===== config.mk =====
export PLATFORM = sky130hd
export DESIGN_NAME = dmem_arbiter
export DESIGN_NICKNAME = d
export VERILOG_FILES = /design/src/rtl/dmem_arbiter.sv
export SDC_FILE = /design/constraint.sdc
export NUM_CORES = 1
export LEC_CHECK = 0
export CAP_MARGIN = 25
export CORE_AREA = 8 8 92 94
export CTS_BUF_LIST = sky130_fd_sc_hd__clkbuf_16
export CTS_CLUSTER_SIZE = 40
export DETAILED_ROUTE_END_ITERATION = 6
export DIE_AREA = 0 0 100 102
export PLACE_DENSITY = 0.82
export SETUP_SLACK_MARGIN = 0.2
export SYNTH_ARGS = -nofsm -noshare
export SYNTH_HDL_FRONTEND = slang
export SYNTH_SLANG_ARGS = --single-unit

===== constraint.sdc =====
create_clock -name clk -period 3.4 [get_ports clk]
set_input_delay 0.85 -clock clk [delete_from_list [all_inputs] [get_ports clk]]
set_output_delay 0.85 -clock clk [all_outputs]
set_load 0.05 [all_outputs]

===== src/rtl/dmem_arbiter.sv =====
// dmem_arbiter: shares the single-ported data memory between the CPU path (A)
// and the DMA/host loader (B). A has priority; a starvation counter forces a
// B slot after MAX_WAIT consecutive lost cycles. Read returns are steered to
// the owning port with a registered single-cycle valid.
module dmem_arbiter #(
  parameter int unsigned WIDTH    = 16,
  parameter int unsigned MAX_WAIT = 4
) (
  input  logic             clk,
  input  logic             rst_n,
  input  logic             a_req,
  input  logic             a_we,
  input  logic [WIDTH-1:0] a_addr,
  input  logic [31:0]      a_wdata,
  input  logic             b_req,
  input  logic             b_we,
  input  logic [WIDTH-1:0] b_addr,
  input  logic [31:0]      b_wdata,
  output logic             a_gnt,
  output logic             b_gnt,
  output logic             a_rvalid,
  output logic             b_rvalid,
  output logic [31:0]      a_rdata,
  output logic [31:0]      b_rdata,
  output logic [WIDTH-1:0] mem_address,
  output logic [31:0]      mem_data_in,
  output logic             mem_write,
  output logic             mem_read,
  input  logic [31:0]      mem_data_out,
  input  logic             mem_stall
);

  localparam int unsigned CNT_W   = 4;
  localparam logic [CNT_W-1:0] CNT_MAX = '1;
  localparam logic [CNT_W-1:0] WAIT_TH = CNT_W'(MAX_WAIT);

  logic [CNT_W-1:0] starve_cnt;
  logic             rd_pend;
  logic             rd_port;
  logic             stall_q;
  logic             gnt_ok;
  logic             sel_we;
  logic             rd_pend_nxt;
  logic             rd_port_nxt;

  // Return data is the memory's registered output, shared by both ports.
  assign a_rdata = mem_data_out;
  assign b_rdata = mem_data_out;

  // Grant selection, memory drive and next read-tag computation.
  always_comb begin
    a_gnt       = 1'b0;
    b_gnt       = 1'b0;
    // The cycle after a stall re-presents a held read return; no new grant then.
    gnt_ok      = rst_n & ~mem_stall & ~(stall_q & rd_pend);
    if (gnt_ok) begin
      if (b_req && (starve_cnt >= WAIT_TH)) begin
        b_gnt = 1'b1;
      end else if (a_req) begin
        a_gnt = 1'b1;
      end else if (b_req) begin
        b_gnt = 1'b1;
      end
    end

    mem_address = b_gnt ? b_addr  : a_addr;
    mem_data_in = b_gnt ? b_wdata : a_wdata;
    sel_we      = b_gnt ? b_we    : a_we;
    mem_write   = (a_gnt | b_gnt) & sel_we;
    mem_read    = (a_gnt | b_gnt) & ~sel_we;

    rd_pend_nxt = rd_pend;
    rd_port_nxt = rd_port;
    if (!mem_stall) begin
      rd_pend_nxt = mem_read;
      rd_port_nxt = mem_read ? b_gnt : rd_port;
    end
  end

  // Starvation counter, read-owner tag and registered valid pulses.
  always_ff @(posedge clk or negedge rst_n) begin
    if (!rst_n) begin
      starve_cnt <= '0;
      rd_pend    <= 1'b0;
      rd_port    <= 1'b0;
      stall_q    <= 1'b0;
      a_rvalid   <= 1'b0;
      b_rvalid   <= 1'b0;
    end else begin
      stall_q <= mem_stall;
      if (!b_req || b_gnt) begin
        starve_cnt <= '0;
      end else if (!mem_stall && (starve_cnt != CNT_MAX)) begin
        starve_cnt <= starve_cnt + CNT_W'(1);
      end
      rd_pend  <= rd_pend_nxt;
      rd_port  <= rd_port_nxt;
      a_rvalid <= rd_pend_nxt & ~rd_port_nxt;
      b_rvalid <= rd_pend_nxt & rd_port_nxt;
    end
  end

endmodule


==> summary.txt <==
Timing
  – Part of the cycle the worst path needs: 92.73%
  – Max_slew headroom: 65.89%
  – Setup-failing EPs final: 0
  – Hold Worst Slack: 0.5035 ns
  – Final max-slew violation count: 0
  – Final-report hold violation count: 0
  – Minimum clock period: 3.153 ns
  – Fmax: 317.2 MHz
  – Post-Route Setup TNS: 0 ns
  – Clock Skew: 0.002739 ns
  – Worst-Margin Slew: 0.5101 ns
  – RSZ-0062 raised after global routing: no

Synthesis
  – Synth cell types: 28
  – Seq/Total Area, Yosys: 14.21%
  – Async SR Flop Fraction: 100.0%
  – Net count after synthesis: 300
  – Multiplexer area fraction after synthesis: 35.67%
  – Post-Synth Simple-Gate Area: 7.814%
  – Area leader, netlist: mux2_2
  – Compound-gate portion of the synthesized area: 4.578%
  – Mapped Avg Cell Area: 9.666 um^2
  – Synth Area in XOR/XNOR: 1.105%
  – Top_reg_cell synth: dfrtp_1
  – Main combinational cell family by area after synthesis: buffers and inverters
  – Mapped Cells: 164
  – EDFF count, synth: 0
  – Top cell type's share of synthesized area: 31.25%
  – Synth top area cells: mux2_2 31%, buf_4 30%, dfrtp_1 14%
  – Adder-Cell Fraction of Synth Area: 0.7893%
  – Number of synthesized register bits: 9
  – Syn. warnings: 0
  – Syn Std Cell Area: 1585 um^2

Detailed routing
  – DRT iter0 DRCs: 41
  – Routed vias/inst: 4.224
  – Vias after detailed routing: 1,563
  – Post-route ant nets: 0
  – Drt wl/cell: 21.35 um
  – WL final: 7.900 mm
  – DRC viols: 0
  – DRT Pass-1 Iters: 4

GRT
  – Initial antenna violation count: 0
  – Gr ovfl total: 0
  – Number of global-route vias before repair: 1,669
  – Global Route Usage Sum: 14.02%
  – First-pass GRT wire length: 10.92 mm
  – Largest net degree at the start of global routing: 11

Min path
  – Hold path endpoint: a_rvalid
  – Hold WC Path Type: reg -> reg
  – Min-Delay Path Depth: 1
  – Min-delay src: rd_port

Critical path
  – Critical path peak fanout: 7
  – FF-to-FF End: starve_cnt[0]
  – Worst path most repeated cell: buf_12
  – Critical path class: in -> out
  – Worst path slowest cell: or3b_4
  – Critical Path Sink Type: output pin
  – CP Depth: 8
  – Worst Path Arrival: 2.30 ns
  – CP required: 2.55 ns
  – R2R depth: 6
  – Reg-to-reg startpoint: starve_cnt[3]
  – Crit start category: input pin
  – CP peak stage delay: 0.39 ns
  – Crit-path leading delay family: buffers and inverters
  – Critical path buffer and inverter count: 5
  – Worst R2R Setup Slack: 1.84 ns
  – Critical-path cell list: buf_6 -> or3b_4 -> nand4_4 -> buf_12 -> buf_12 -> buf_16 -> mux2_4 -> buf_12

Layout
  – Antenna cells: 0
  – Most common cell after layout, fill and taps aside: clkdlybuf4s50_1
  – Share of cells above drive strength 1: 45.76%
  – Fin util: 51.22%
  – Finished Cell Area: 3616 um^2
  – Area growth, synth to finish: 128.1%
  – Filler Cells Inserted: 602
  – Nets: 408
  – Most frequent cells in the layout: 100 x clkdlybuf4s50_1, 52 x buf_12, 37 x mux2_4, 11 x mux2_2, 11 x buf_4

Clock tree
  – CTS Buf Count: 3
  – CTS clk-pin slew, worst paths: 0.04 ns
  – CTS tree: built
  – Worst-Skew Late Latency: 0.24 ns
  – Clock root buffer: clkbuf_16
  – H-tree depth: 1
  – Max Buffers Root-to-Sink: 2
  – CTS Sinks: 9

Placed design
  – Placed cell area: 3246 um^2
  – # port buffers: 156
  – HPWL Detailed: 6.116 mm
  – GPL Wtd Cong: 0.8122

Power
  – Maximum ir drop on the vdd rail: 0.1442 mV
  – Pwr Density: 249.1 nW/um^2
  – Clock power frac: 22.9%
  – Lkg Pwr: 1.655 nW
  – Total power: 0.9006 mW
  – Comb pwr share: 63.7%
  – NetSw: 0.3106 mW
  – Sw frac: 34.49%
  – Reg power frac: 13.4%
  – P_int: 0.5900 mW

Floorplan
  – Die width: 100 um
  – Die area: 10,200 um^2
  – Initial Util: 22.46%
  – FP Rows: 31
  – Die Y: 102 um
  – Ports: 253
  – Core Box Area: 7059 um^2

Flow run
  – Max cap viols: 0

Run status
  – Outcome: finished clean
## power by group through the flow
stage	logic [mW]	clock network, mW	registers [mW]
global placement	0.533	0	0.121
global route	0.594	0.217	0.121
detailed placement	0.539	0	0.122
floorplan	0.421	0	0.126
finish	0.574	0.206	0.121
CTS	0.574	0.209	0.121
## how the worst max path moves through the flow
stage / start / to / slack (ns)
finish: a_req / mem_data_in[2] / 0.25
global route: a_req / mem_address[2] / 0.20
CTS: mem_stall / mem_address[10] / 0.20
detailed placement: a_req / mem_address[0] / -0.17
global placement: a_req / mem_address[0] / -0.15
floorplan: a_req / mem_address[0] / 0.52
## worst register-to-register path, delay by kind of cell (launching register included)
kind / cells / cell delay, ns
buffers and inverters: 2 / 0.25
DFF: 1 / 0.44
and+or+nand+nor: 4 / 0.80
## registers in the layout, summed over array words and instances, names as in the netlist
| register | cells |
|---|---|
| starve_cnt | 4 |
| a_rvalid | 1 |
| b_rvalid | 1 |
| rd_pend | 1 |
| rd_port | 1 |
| stall_q | 1 |
## logic make-up after synthesis
group,count (synthesis)
simple gates,21
mux,49
flops,9
buf+inv,71
xor+xnor,2
compound gates,11
fa+ha+maj,1
## layout make-up
type | count | area (um^2) | share of cell area (%)
Inverter | 2 | 7.507 | 0.2076
Timing Repair Buffer | 172 | 2265 | 62.63
Tap cell | 99 | 123.9 | 3.426
Multi-Input combinational cell | 84 | 915.9 | 25.33
Clock buffer | 3 | 75.07 | 2.076
Clock inverter | 1 | 3.754 | 0.1038
Sequential cell | 9 | 225.2 | 6.228
## Yosys cell counts, types with 2 or more instances
master   number
a31oi_1       2
buf_4        64
buf_8         4
dfrtp_1       9
inv_1         2
mux2_2       44
mux2_4        4
nand2_1       6
nand3_1       3
nor2_1        5
o21ai_0       4
## routing by layer
layer,GRT usage [%],vias up,wire length [um]
met5,0,-,0
met4,5.930,0,193
met3,4.700,20,826
met2,25.40,109,4140
met1,14.51,717,2741
li1,-,717,-
## stage by stage
stage | cells | worst slack, ns
after CTS | 369 | 0.1992
after global routing | 370 | 0.2022
after global placement | 357 | -0.1471
final | 370 | 0.2473
after floorplan | 164 | 0.5201
after detailed placement | 357 | -0.1696
## what timing repair did
action	CTS	global route
gates cloned	3	0
setup endpoints to repair	49	17
setup buffers	5	1
hold buffers	0	0
resized for setup	46	3
pin swaps	1	1
(Power assumes the default switching activity.)
